==> src/rtl/rs232in_fifo_pkg.sv <==
// Shared definitions for the rs232in receive FIFO: default geometry and
// the per-cycle operation encoding used by the pointer/count update logic.
package rs232in_fifo_pkg;

    localparam int DEFAULT_DEPTH_LOG2 = 4;
    localparam int DEFAULT_RTS_MARGIN = 4;

    // Width of the fill count that the rs232 block exposes as register 2.
    function automatic int count_width(input int depth_log2);
        return depth_log2 + 1;
    endfunction

    typedef enum logic [1:0] {
        OP_NONE = 2'b00,
        OP_POP  = 2'b01,
        OP_PUSH = 2'b10,
        OP_BOTH = 2'b11
    } fifo_op_e;

    function automatic fifo_op_e op_decode(input logic push, input logic pop);
        return fifo_op_e'({push, pop});
    endfunction

endpackage

==> src/rtl/rs232in_fifo_ram.sv <==
// Byte storage for the receive FIFO: one synchronous write port and one
// asynchronous read port, contents deliberately not reset.
module rs232in_fifo_ram #(
    parameter int ADDR_W = 4
) (
    input  logic              clock,
    input  logic              we,
    input  logic [ADDR_W-1:0] waddr,
    input  logic [7:0]        wdata,
    input  logic [ADDR_W-1:0] raddr,
    output logic [7:0]        rdata
);

    logic [7:0] mem_q [2**ADDR_W];

    always_ff @(posedge clock) begin
        if (we) begin
            mem_q[waddr] <= wdata;
        end
    end

    assign rdata = mem_q[raddr];

endmodule

==> src/rtl/rs232in_fifo.sv <==
// First-word-fall-through receive FIFO between rs232in and the rs232 register
// block. Define RS232IN_FIFO_RTS_EN to drive nrts from the fill level.
module rs232in_fifo
    import rs232in_fifo_pkg::*;
#(
    parameter int DEPTH_LOG2 = DEFAULT_DEPTH_LOG2,
    parameter int RTS_MARGIN = DEFAULT_RTS_MARGIN
) (
    input  logic                  clock,
    input  logic                  rst_n,
    input  logic                  in_attention,
    input  logic [7:0]            in_data,
    input  logic                  pop,
    output logic [7:0]            rd_data,
    output logic [DEPTH_LOG2:0]   count,
    output logic                  empty,
    output logic                  full,
    output logic                  overflow,
    input  logic                  clr_overflow,
    output logic                  nrts
);

    localparam int PTR_W = DEPTH_LOG2;
    localparam int CNT_W = count_width(DEPTH_LOG2);
    localparam logic [CNT_W-1:0] DEPTH   = CNT_W'(2**DEPTH_LOG2);
    localparam logic [CNT_W-1:0] CNT_ONE = CNT_W'(1);
    localparam logic [PTR_W-1:0] PTR_ONE = PTR_W'(1);

    if (RTS_MARGIN < 1 || RTS_MARGIN > 2**DEPTH_LOG2) begin : g_bad_margin
        $error("rs232in_fifo: RTS_MARGIN must be within 1..2**DEPTH_LOG2");
    end

    logic [PTR_W-1:0] wptr_q, wptr_d;
    logic [PTR_W-1:0] rptr_q, rptr_d;
    logic [CNT_W-1:0] count_q, count_d;
    logic             empty_q, empty_d;
    logic             full_q, full_d;
    logic             overflow_q, overflow_d;
    logic             do_push, do_pop, drop;
    fifo_op_e         op;
    logic [7:0]       ram_rdata;

    // A pop on a full FIFO frees the slot the incoming byte lands in.
    assign do_push = in_attention & (~full_q | pop);
    assign do_pop  = pop & ~empty_q;
    assign drop    = in_attention & full_q & ~pop;
    assign op      = op_decode(do_push, do_pop);

    always_comb begin
        wptr_d  = wptr_q;
        rptr_d  = rptr_q;
        count_d = count_q;
        case (op)
            OP_PUSH: begin
                wptr_d  = wptr_q + PTR_ONE;
                count_d = count_q + CNT_ONE;
            end
            OP_POP: begin
                rptr_d  = rptr_q + PTR_ONE;
                count_d = count_q - CNT_ONE;
            end
            OP_BOTH: begin
                wptr_d = wptr_q + PTR_ONE;
                rptr_d = rptr_q + PTR_ONE;
            end
            default: ;
        endcase
        empty_d = (count_d == '0);
        full_d  = (count_d == DEPTH);
    end

    always_comb begin
        overflow_d = overflow_q;
        if (drop) begin
            overflow_d = 1'b1;
        end else if (clr_overflow) begin
            overflow_d = 1'b0;
        end
    end

    always_ff @(posedge clock or negedge rst_n) begin
        if (!rst_n) begin
            wptr_q     <= '0;
            rptr_q     <= '0;
            count_q    <= '0;
            empty_q    <= 1'b1;
            full_q     <= 1'b0;
            overflow_q <= 1'b0;
        end else begin
            wptr_q     <= wptr_d;
            rptr_q     <= rptr_d;
            count_q    <= count_d;
            empty_q    <= empty_d;
            full_q     <= full_d;
            overflow_q <= overflow_d;
        end
    end

    rs232in_fifo_ram #(
        .ADDR_W (PTR_W)
    ) u_ram (
        .clock (clock),
        .we    (do_push),
        .waddr (wptr_q),
        .wdata (in_data),
        .raddr (rptr_q),
        .rdata (ram_rdata)
    );

`ifdef RS232IN_FIFO_RTS_EN
    localparam logic [CNT_W-1:0] RTS_THRESH = CNT_W'(2**DEPTH_LOG2 - RTS_MARGIN);

    logic nrts_q, nrts_d;

    // Compared against the registered count, so nrts trails it by one cycle.
    always_comb begin
        nrts_d = (count_q >= RTS_THRESH);
    end

    always_ff @(posedge clock or negedge rst_n) begin
        if (!rst_n) begin
            nrts_q <= 1'b0;
        end else begin
            nrts_q <= nrts_d;
        end
    end

    assign nrts = nrts_q;
`else
    assign nrts = 1'b0;
`endif

    assign rd_data  = empty_q ? 8'h00 : ram_rdata;
    assign count    = count_q;
    assign empty    = empty_q;
    assign full     = full_q;
    assign overflow = overflow_q;

endmodule

==> config.mk <==
export PLATFORM = sky130hd
export DESIGN_NAME = rs232in_fifo
export DESIGN_NICKNAME = d
export VERILOG_FILES = /design/src/rtl/rs232in_fifo_pkg.sv /design/src/rtl/rs232in_fifo_ram.sv /design/src/rtl/rs232in_fifo.sv
export SDC_FILE = /design/constraint.sdc
export NUM_CORES = 1
export LEC_CHECK = 0
export ABC_CLOCK_PERIOD_IN_PS = 3150
export CORE_ASPECT_RATIO = 0.75
export CORE_MARGIN = 1
export CORE_UTILIZATION = 45
export CTS_CLUSTER_DIAMETER = 40
export DETAILED_ROUTE_END_ITERATION = 10
export SLEW_MARGIN = 20
export SYNTH_ARGS = -nofsm -noshare
export SYNTH_HDL_FRONTEND = slang
export SYNTH_HIERARCHICAL = 1
export SYNTH_SLANG_ARGS = --single-unit
==> constraint.sdc <==
create_clock -name clock -period 3.15 [get_ports clock]
set_input_delay 0.63 -clock clock [delete_from_list [all_inputs] [get_ports clock]]
set_output_delay 0.63 -clock clock [all_outputs]
set_load 0.02 [all_outputs]
-- Word level (Yosys, flattened, before mapping)
Memories as Yosys holds them, arrays and structs flattened.
Index checks and enable logic that the tools add are counted.
W data, S select, Z words.
- register bits: 16
- input port bits: 13
- RAM bits: 128
- logic and storage cells: 33
- memories kept: 1
- output and inout bits: 17
- equal/unequal tests: 4
- reductions and logical operators: 4
- mux-type cells: 6
- $add $sub $neg: 4
- bitwise gates (word level): 8
- memories (name ; depth ; width ; read ports ; clocked after memory_dff ; wr ports ; line ; source):
    u_ram.mem_q ; 16 ; 8 ; 1 ; 0 ; 1 ; rs232in_fifo_ram.sv:14 ; logic [7:0] mem_q [2**ADDR_W];
- operators by type and width (operator ; number):
    $pmux W5 S2 ; 1
    $add A4 B1 Y4 const B ; 2
    $mux W8 ; 1
    $add A5 B1 Y5 const B ; 1
    $eq A5 B5 Y1 const B ; 1
    $logic_not A5 Y1 ; 1
    $sub A5 B1 Y5 const B ; 1
    $and A1 B1 Y1 ; 4
    $eq A2 B2 Y1 const B ; 2
    $mux W1 ; 4
    $reduce_or A2 Y1 ; 2
    $not A1 Y1 ; 3
    $eq A2 B1 Y1 const B ; 1
    $reduce_bool A2 Y1 ; 1
    $or A1 B1 Y1 ; 1

-- Depth between registers and ports, before layout
Gate-level depths: netlist of run 1.
- depth after elaboration: 6
- gate-level depth with buffers: 10

-- Hierarchy
The synthesis of run 1 kept the hierarchy.
- by module, submodules not included (module ; cells an instance ; area each (µm²) ; instances):
    rs232in_fifo_ram ; 221 ; 4987.3 ; 1
    rs232in_fifo ; 90 ; 1001.0 ; 1

-- Worst setup path before layout of run 1
No wires, ideal clock.
- path kind: input -> register
- start: input pop
- end: memory u_ram.mem_q[0][0] (enable)
- required time: 2.767 ns
- cell stages on the path: 5
- arrival time: 2.088 ns
- path slack: 0.679 ns
- cell sequence: nand2b_1 nand2_1 inv_1 or3b_2 nor3_1
- word-level cells in the longest chain between the ends: 4
- ends and longest elaborated chain (element ; line ; source):
    from (decl) ; rs232in_fifo.sv:13 ; input logic pop,
    $or A1 B1 Y1 ; rs232in_fifo.sv:44 ; assign do_push = in_attention & (~full_q | pop);
    $and A1 B1 Y1 ; rs232in_fifo.sv:44 ;
    named net do_push ; rs232in_fifo.sv:39 ; logic do_push, do_pop, drop;
    $mux W1 ; rs232in_fifo_ram.sv:17 ; if (we) begin
    $mux W1 (implied by the code) ; rs232in_fifo_ram.sv:18 ; mem_q[waddr] <= wdata;
    to (decl) ; rs232in_fifo_ram.sv:14 ;
The timed path passes the listed nets, and every way through them passes these cells.

-- Final worst setup path of run 1
- start: register rptr_q[0]
- end: output rd_data[3]
- word-level cells in the longest chain between the ends: 2
- ends and longest elaborated chain (element ; line ; source):
    from (decl) ; rs232in_fifo.sv:34 ; logic [PTR_W-1:0] rptr_q, rptr_d;
    from (signal assigned) ; rs232in_fifo.sv:91 ; rptr_q <= rptr_d;
    $mem_v2 Z16 W8 ; n/a ;
    named net ram_rdata[3] ; rs232in_fifo.sv:41 ; logic [7:0] ram_rdata;
    $mux W8 ; rs232in_fifo.sv:133 ; assign rd_data = empty_q ? 8'h00 : ram_rdata;
    to (decl) ; rs232in_fifo.sv:14 ; output logic [7:0] rd_data,
The timed path passes the listed nets, and every way through them passes these cells.

==> impl_metrics.tcl, run 1 <==
set metrics [dict create \
    synth_edf_count 128 \
    hold_buffers 0 \
    cts.sinks 144 \
    crit_required_ns 2.52 \
    synth_area_leaders "edfxtp_1, mux4_2, dfrtp_1" \
    grt_pass1_wl_um 18300 \
    clockBufferDepth 2 \
    irDropWorstVdd_mv 0.580 \
    gp_congestion 0.748 \
    reg2reg_from "empty" \
    vias 3104 \
    setup_viol 0 \
    routedWlPerCell_um 21.6 \
    cts_root_buffer "clkbuf_16" \
    yosysTopAreaCellShare 0.642 \
    cts-htree-levels 4 \
    dr.pass1.iters 4 \
    grt_max_degree 23 \
    critPathLaunch "rptr_q[0]" \
    crit_type "register to output pin" \
    min-delay-start "rptr_q[3]" \
    dieWidth_um 135 \
    layout.nets 394 \
    cts_made_buffers 17 \
    synth_commonest_cells "edfxtp_1, mux4_2, nand2_1" \
    async_reset_ff_frac 0.111 \
    grt-ovfl-total 0 \
    dp_cells 523 \
    antenna_found_initial 0 \
    fin_tns_setup_ns 0 \
    first_iter_violations 209 \
    syn-cell-area_um2 5990 \
    p_per_area_nw_per_um2 985 \
    drv_slew 0 \
    yosysSeqAreaShare 0.709 \
    ys_seq_elements 144 \
    clk_latency_ns 0.42 \
    fillers 968 \
    crit_slowest_cell "mux4_1" \
    boundaryPins 30 \
    fin_skew_ns 0.00720 \
    end_kind "output pin" \
    drv_cap 0 \
    worstPathMaxFanout 11 \
    maxSlewHeadroom 0.496 \
    hold_violations 0 \
    dieHeight_um 102 \
    synth.most_common_cell "edfxtp_1" \
    path_cells "buf_12 > clkbuf_16 > mux4_1 > a22oi_2 > nand2_1 > and2b_2 > clkdlybuf4s15_1" \
    io_buffers 28 \
    p_leak_nw 2.58 \
    dieArea_um2 13800 \
    final_cells 561 \
    grt_pass1_vias 3083 \
    drc 0 \
    synth.net_count 328 \
    crit_arrival_ns 2.44 \
    worst_pin_slew_ns 0.753 \
    min_period_over_period 0.975 \
    status "finished clean" \
    yosys.area.top_type "edfxtp_1" \
    start_kind "register" \
    rows 36 \
    worstHoldPathType "register to register" \
    coreArea_um2 13000 \
    avgViaCountPerCell 5.53 \
    post-route-min-period_ns 3.07 \
    syn_to_final_growth_pct 22.7 \
    ant_nets 0 \
    diodes 0 \
    track_usage 0.191 \
    clkTransAtPathRegs_ns 0.06 \
    cts_tree "built" \
    ys.flop_type "edfxtp_1" \
    slowest_delay_ns 0.57 \
    max_freq_ghz 0.325 \
    drive_gt1_frac 0.292 \
    syn-mean-instance-area_um2 19.3 \
    wl_um 12100 \
    initial_core_util 0.462 \
    synth_cell_types 48 \
    dp.final_hpwl_um 7730 \
    synthCells 311 \
    yosysWarnings 6 \
]
## worst paths after layout
path / endpoint / slack (ns) / cells past startpoint
setup / recovery: rd_data[3] / 0.08 / 7
hold / removal: rptr_q[3] / 0.53 / 1
setup reg to reg: full / 0.77 / 7
hold reg to reg: rptr_q[3] / 0.53 / 1
max in group asynchronous: rptr_q[0] / 1.97 / 1
min in group asynchronous: count[1] / 0.66 / 1
## sequential cells by signal (all words and copies together) (netlist names)
name,flops
u_ram/mem_q,128
count,5
rptr_q,4
wptr_q,4
empty,1
full,1
overflow,1
## where the power goes
part / internal, W / total, W / switching, W
clock network: 0.00144 / 0.00218 / 0.000736
registers: 0.00237 / 0.00257 / 0.000199
logic: 0.00123 / 0.00249 / 0.00126
## metrics by stage
| step | utilization | power (W) | hold slack, ns | cell area [um^2] | worst slack, ns |
|---|---|---|---|---|---|
| after floorplan | - | 0.00417 | 0.334 | 5990 | 0.679 |
| after global placement | 0.506 | 0.00496 | 0.513 | 6570 | 0.225 |
| after detailed placement | 0.506 | 0.00497 | 0.522 | 6570 | 0.253 |
| after CTS | 0.557 | 0.00707 | 0.535 | 7230 | 0.0293 |
| after global routing | 0.566 | 0.00757 | 0.569 | 7350 | -0.00866 |
| final | 0.566 | 0.00724 | 0.532 | 7350 | 0.0777 |
## critical path: cells and delay by family (launching register included)
family                 cells  cell delay (ns)
AOI/OAI and AO/OA          1             0.21
buffers and inverters      3             0.57
DFF                        1             0.42
muxes                      1             0.57
and+or+nand+nor            2             0.25
## logic make-up after synthesis
| logic type | count (synthesis) | synth area share |
|---|---|---|
| flops | 144 | 0.709 |
| simple gates | 70 | 0.0679 |
| mux | 35 | 0.135 |
| compound gates | 24 | 0.0309 |
| buf+inv | 21 | 0.0299 |
| xor+xnor | 12 | 0.0188 |
| fa+ha+maj | 4 | 0.00836 |
| other cells | 1 | 0.000626 |
## what timing repair did
item	in CTS	in global routing
buffers inserted	0	4
gates cloned	0	2
gates resized for setup	8	18
setup endpoints to repair	8	5
## area by class of cell
| class | count | area (um^2) | area share |
|---|---|---|---|
| inverters | 5 | 18.8 | 0.00255 |
| clock inverters | 5 | 81.3 | 0.0111 |
| multi-input cells | 146 | 1590 | 0.217 |
| clock buffers | 27 | 588 | 0.0800 |
| repair buffers | 63 | 607 | 0.0826 |
| flip-flops and latches | 144 | 4250 | 0.578 |
| well taps | 171 | 214 | 0.0291 |
## placed cells by master (no fill, tap or decap), types with 2 or more instances in the layout
| cell | count |
|---|---|
| a22oi_1 | 9 |
| mux2_2 | 2 |
| xor2_1 | 5 |
| edfxtp_1 | 128 |
| nor4_1 | 2 |
| nor2b_1 | 2 |
| clkdlybuf4s50_1 | 20 |
| buf_4 | 29 |
| mux4_1 | 12 |
| nor3_1 | 5 |
| nand4_1 | 4 |
| clkbuf_1 | 2 |
| clkbuf_2 | 2 |
| ha_1 | 4 |
| and2b_2 | 9 |
| clkbuf_8 | 4 |
| clkdlybuf4s15_1 | 4 |
| nor2_1 | 14 |
| mux4_2 | 20 |
| dlygate4sd2_1 | 2 |
| nand3_1 | 3 |
| xnor2_1 | 6 |
| inv_1 | 5 |
| clkbuf_16 | 23 |
| buf_12 | 3 |
| nand3b_1 | 2 |
| nand2_1 | 17 |
| a22oi_2 | 7 |
| dfrtp_1 | 14 |
| nand2b_1 | 4 |
| bufinv_16 | 2 |
## routing by layer
metal | GRT usage | part of all wire | routed length, um | vias up
li1 | - | - | - | 1386
met1 | 0.264 | 0.47 | 5720 | 1609
met2 | 0.284 | 0.45 | 5480 | 94
met3 | 0.0590 | 0.061 | 742 | 15
met4 | 0.0769 | 0.013 | 157 | 0
met5 | 0 | 0 | 0 | -
Power figures use the tool's default switching activity.
==> inputs of run 2 (changes only) <==
--- a/config.mk
+++ b/config.mk
@@ -6,11 +6,11 @@
 export NUM_CORES = 1
 export LEC_CHECK = 0
 export ABC_CLOCK_PERIOD_IN_PS = 3150
-export CORE_ASPECT_RATIO = 0.75
-export CORE_MARGIN = 1
+export CORE_MARGIN = 10
 export CORE_UTILIZATION = 45
 export CTS_CLUSTER_DIAMETER = 40
 export DETAILED_ROUTE_END_ITERATION = 10
+export REMOVE_ABC_BUFFERS = 1
 export SLEW_MARGIN = 20
 export SYNTH_ARGS = -nofsm -noshare
 export SYNTH_HDL_FRONTEND = slang
==> run 2 against run 1 <==
Maximum frequency up 1.3%. Worst hold slack worse by 0.0035 ns. Final area down 3.1%. Clock skew down 0.0041 ns. Sequential share of layout area up 1.8 points. Via count down 3.4%. Setup slack better by 0.040 ns. Total power down 6.7%. Critical endpoint is now rd_data[5]. Largest power group unchanged.
==> impl_metrics.tcl, run 2 (synthesis gave the netlist of run 1 again) <==
set metrics [dict create \
    crit_arrival_ns 2.40 \
    worst_pin_slew_ns 0.737 \
    clk_latency_ns 0.41 \
    grt-ovfl-total 0 \
    end_kind "output pin" \
    final_common_cell "edfxtp_1" \
    crit_type "register to output pin" \
    grt_pass1_vias 3190 \
    cts-htree-levels 4 \
    grt_max_degree 36 \
    p_per_area_nw_per_um2 948 \
    setup_viol 0 \
    avgViaCountPerCell 5.40 \
    post-route-min-period_ns 3.03 \
    dp.final_hpwl_um 7350 \
    worstHoldPathType "register to register" \
    final_cells 555 \
    r2r_slack_ns 0.71 \
    max_freq_ghz 0.330 \
    cts_tree "built" \
    dp_cells 521 \
    gp_congestion 0.711 \
    dr.pass1.iters 4 \
    p_leak_nw 2.46 \
    dieWidth_um 135 \
    coreArea_um2 13100 \
    worstPathMaxFanout 14 \
    cts_root_buffer "clkbuf_16" \
    drive_gt1_frac 0.256 \
    ant_nets 0 \
    cts.sinks 144 \
    rows 42 \
    syn_to_final_growth_pct 18.9 \
    r2r-end "full" \
    wl_um 11300 \
    fillers 1061 \
    drv_cap 0 \
    pwr-share-comb 0.343 \
    hold-worst-slack_ns 0.529 \
    boundaryPins 30 \
    start_kind "register" \
    min_to "wptr_q[3]" \
    crit_required_ns 2.52 \
    dieHeight_um 135 \
    critPathLaunch "rptr_q[0]" \
    grt_pass1_wl_um 18300 \
    routedWlPerCell_um 20.3 \
    p_sw_w 0.00210 \
    internal_power_w 0.00465 \
    track_usage 0.134 \
    cts_made_buffers 17 \
    reg2reg_depth 7 \
    placed_cell_area_um2 6530 \
    min_period_over_period 0.963 \
    hold_buffers 0 \
    seq_power_share 0.381 \
    fin_skew_ns 0.00311 \
    largest-register "u_ram/mem_q" \
    largest_register_ffs 128 \
    io_buffers 28 \
    maxSlewHeadroom 0.507 \
    final_cell_mix "edfxtp_1, buf_4, clkdlybuf4s50_1, mux4_2" \
    clkTransAtPathRegs_ns 0.06 \
    reg2reg_from "empty" \
    p_clk_frac 0.276 \
    irDropWorstVdd_mv 0.515 \
    min-delay-start "wptr_q[3]" \
    dieArea_um2 18300 \
    drc 0 \
    p_sw_frac 0.311 \
    clockBufferDepth 2 \
    vias 2997 \
    hold_violations 0 \
    initial_core_util 0.456 \
    diodes 0 \
    status "finished clean" \
    design_area_um2 7120 \
    whs_path_depth 1 \
    drv_slew 0 \
    first_iter_violations 276 \
    layout.nets 384 \
    antenna_found_initial 0 \
]
run 2: power by group through the flow:
stage | Combinational, W | Sequential [W] | Clock [W]
final | 0.00232 | 0.00257 | 0.00186
after CTS | 0.00229 | 0.00257 | 0.00190
after detailed placement | 0.00236 | 0.00260 | 0
after global routing | 0.00253 | 0.00261 | 0.00198
after global placement | 0.00235 | 0.00260 | 0
after floorplan | 0.00129 | 0.00273 | 0
run 2: stage by stage:
step / utilization / power [W] / TNS [ns] / setup WS [ns]
after floorplan: - / 0.00401 / 0 / 0.0732
after global placement: 0.497 / 0.00495 / 0 / 0.218
after detailed placement: 0.497 / 0.00497 / 0 / 0.168
after CTS: 0.539 / 0.00676 / 0 / 0.0173
after global routing: 0.542 / 0.00712 / -0.0216 / -0.0216
final: 0.542 / 0.00675 / 0 / 0.118
run 2: worst max-delay path by stage:
stage,end,slack [ns]
after CTS,rd_data[5],0.02
after global placement,full,0.22
after floorplan,rd_data[0],0.07
after global routing,rd_data[5],-0.02
after detailed placement,full,0.17
final,rd_data[5],0.12
run 2: layout make-up:
class | instances | area (um^2) | share of cell area
clock buffers | 19 | 433 | 0.0608
clock inverters | 12 | 120 | 0.0169
inverters | 5 | 18.8 | 0.00264
multi-input cells | 146 | 1580 | 0.221
flip-flops and latches | 144 | 4250 | 0.596
well taps | 176 | 220 | 0.0309
repair buffers | 53 | 505 | 0.0710
run 2: what timing repair did:
item	CTS	global route
resized for setup	9	9
endpoints found under the setup margin	8	4
buffers inserted	0	3
run 2: layer usage:
metal	wire length, um	vias up	track usage	share of wire
li1	-	1365	-	-
met1	4910	1549	0.168	0.44
met2	5580	75	0.212	0.49
met3	662	8	0.0456	0.059
met4	119	0	0.0443	0.011
met5	0	-	0	0
run 2: critical path, cell delays in order (launching register included):
cell and delay, ns:
dfrtp_2 0.43, buf_12 0.18, mux4_1 0.57, a22oi_2 0.23
nand2_1 0.09, and2b_2 0.20, clkdlybuf4s15_1 0.29
==> inputs of run 3 (changes only) <==
--- a/config.mk
+++ b/config.mk
@@ -7,11 +7,11 @@
 export LEC_CHECK = 0
 export ABC_CLOCK_PERIOD_IN_PS = 3150
 export CORE_MARGIN = 10
-export CORE_UTILIZATION = 45
+export CORE_UTILIZATION = 59
 export CTS_CLUSTER_DIAMETER = 40
 export DETAILED_ROUTE_END_ITERATION = 10
+export PLACE_DENSITY = 0.78
 export REMOVE_ABC_BUFFERS = 1
-export SLEW_MARGIN = 20
 export SYNTH_ARGS = -nofsm -noshare
 export SYNTH_HDL_FRONTEND = slang
 export SYNTH_HIERARCHICAL = 1
==> run 3 against run 2 <==
Non-clock buffer count is the same. Setup slack got worse by 0.044 ns. Highest routed layer unchanged. Total power is 3.0% higher. Final area is 0.19% lower. Critical endpoint is now rd_data[6]. Register-to-register slack gained 0.02 ns. Combinational power up 7%. Final cell count shrank 7.6%.
==> impl_metrics.tcl, run 3 (synthesis gave the netlist of run 1 again) <==
set metrics [dict create \
    routedWlPerCell_um 24.2 \
    crit_slowest_cell "mux4_2" \
    slowest_delay_ns 0.51 \
    grt_pass1_vias 3250 \
    reg2reg_depth 7 \
    r2r_slack_ns 0.73 \
    drc 0 \
    irDropWorstVdd_mv 0.457 \
    cpLargestDelayFamily "buffers and inverters" \
    reg2reg_from "empty" \
    post-route-min-period_ns 3.08 \
    track_usage 0.180 \
    initial_core_util 0.610 \
    cts-htree-levels 4 \
    wl_um 12400 \
    r2r-end "full" \
    worstSetupPathDepth 7 \
    crit_required_ns 2.52 \
    boundaryPins 30 \
    grt_setup_unrepaired "yes" \
    worst_pin_slew_ns 0.754 \
    fin_skew_ns 0.00794 \
    hold-worst-slack_ns 0.534 \
    io_buffers 28 \
    largest-register "u_ram/mem_q" \
    end_kind "output pin" \
    cts_made_buffers 17 \
    antenna_found_initial 0 \
    multi_input_area_um2 1600 \
    drv_cap 0 \
    dieWidth_um 121 \
    worstHoldPathType "register to register" \
    largest_register_ffs 128 \
    crit_arrival_ns 2.45 \
    cts.sinks 144 \
    start_kind "register" \
    final_cell_mix "edfxtp_1, mux4_2, clkdlybuf4s50_1" \
    path_cells "buf_12 > buf_16 > mux4_2 > a22oi_2 > nand2_1 > and2b_2 > clkdlybuf4s15_1" \
    drive_gt1_frac 0.308 \
    grt-ovfl-total 0 \
    min_period_over_period 0.977 \
    cts_tree "built" \
    design_area_um2 7110 \
    clkTransAtPathRegs_ns 0.06 \
    clk_latency_ns 0.52 \
    rows 36 \
    dr.pass1.iters 4 \
    p_leak_nw 2.47 \
    regArea_um2 4250 \
    diodes 0 \
    drv_slew 0 \
    final_common_cell "edfxtp_1" \
    critPathCapture "rd_data[6]" \
    ant_nets 0 \
    p_per_area_nw_per_um2 978 \
    path_buf_inv 3 \
    fillers 593 \
    grt_pass1_wl_um 19400 \
    vias 3083 \
    crit_type "register to output pin" \
    max_freq_ghz 0.325 \
    worstPathMaxFanout 7 \
    syn_to_final_growth_pct 18.7 \
    coreArea_um2 9820 \
    clockBufferDepth 2 \
    critPathLaunch "rptr_q[0]" \
    avgViaCountPerCell 6.01 \
    hold_buffers 0 \
    gp_congestion 0.778 \
    dieHeight_um 121 \
    dp.final_hpwl_um 7380 \
    grt_max_degree 36 \
    layout.nets 384 \
    setup_viol 0 \
    placed_cell_area_um2 6460 \
    maxSlewHeadroom 0.495 \
    cts_root_buffer "clkbuf_8" \
    hold_violations 0 \
    dieArea_um2 14600 \
    status "finished clean" \
    first_iter_violations 307 \
]
run 3: final cells by class:
type	instances	area share
well taps	133	0.0234
multi-input cells	146	0.224
flip-flops and latches	144	0.598
clock inverters	15	0.0208
repair buffers	53	0.0729
clock buffers	17	0.0583
inverters	5	0.00264
run 3: tightest hold or removal path, cell delays in order, from the launching register on:
cell and delay, ns:
dfrtp_1 0.38, inv_1 0.05, o22ai_1 0.06
run 3: timing repair:
| action | in CTS | in global routing |
|---|---|---|
| endpoints found under the setup margin | 8 | 5 |
| resized for setup | 42 | 7 |
| cloned | 2 | 0 |
| pin swaps | 5 | 2 |
| buffers inserted | 2 | 0 |
run 3: power by group:
group          switching, W  leakage (nW)  internal [W]
Combinational       0.00129         0.838       0.00119
Sequential         0.000218          1.35       0.00237
Clock              0.000816         0.279       0.00107
Total               0.00232          2.47       0.00463
run 3: layer usage:
metal	track usage	vias to the layer above	part of all wire
met1	0.222	1570	0.39
li1	-	1365	-
met5	0	-	0
met3	0.0428	21	0.070
met4	0.0701	0	0.020
met2	0.302	127	0.52
run 3: worst min-delay path by stage:
stage / startpoint / end / depth (start not counted)
after floorplan: rst_n / count[0] / 0
after global placement: overflow / overflow / 2
after detailed placement: overflow / overflow / 2
after CTS: overflow / overflow / 2
after global routing: count[4] / count[4] / 1
final: overflow / overflow / 2
run 3: through the flow:
step	util	TNS (ns)	setup WS, ns	cells	power [W]
after floorplan	-	0	0.0732	295	0.00401
after global placement	0.658	0	0.219	477	0.00486
final	0.724	0	0.0731	513	0.00695
after detailed placement	0.658	0	0.162	477	0.00493
after CTS	0.725	0	0.00244	513	0.00702
after global routing	0.724	-0.0320	-0.0320	513	0.00726
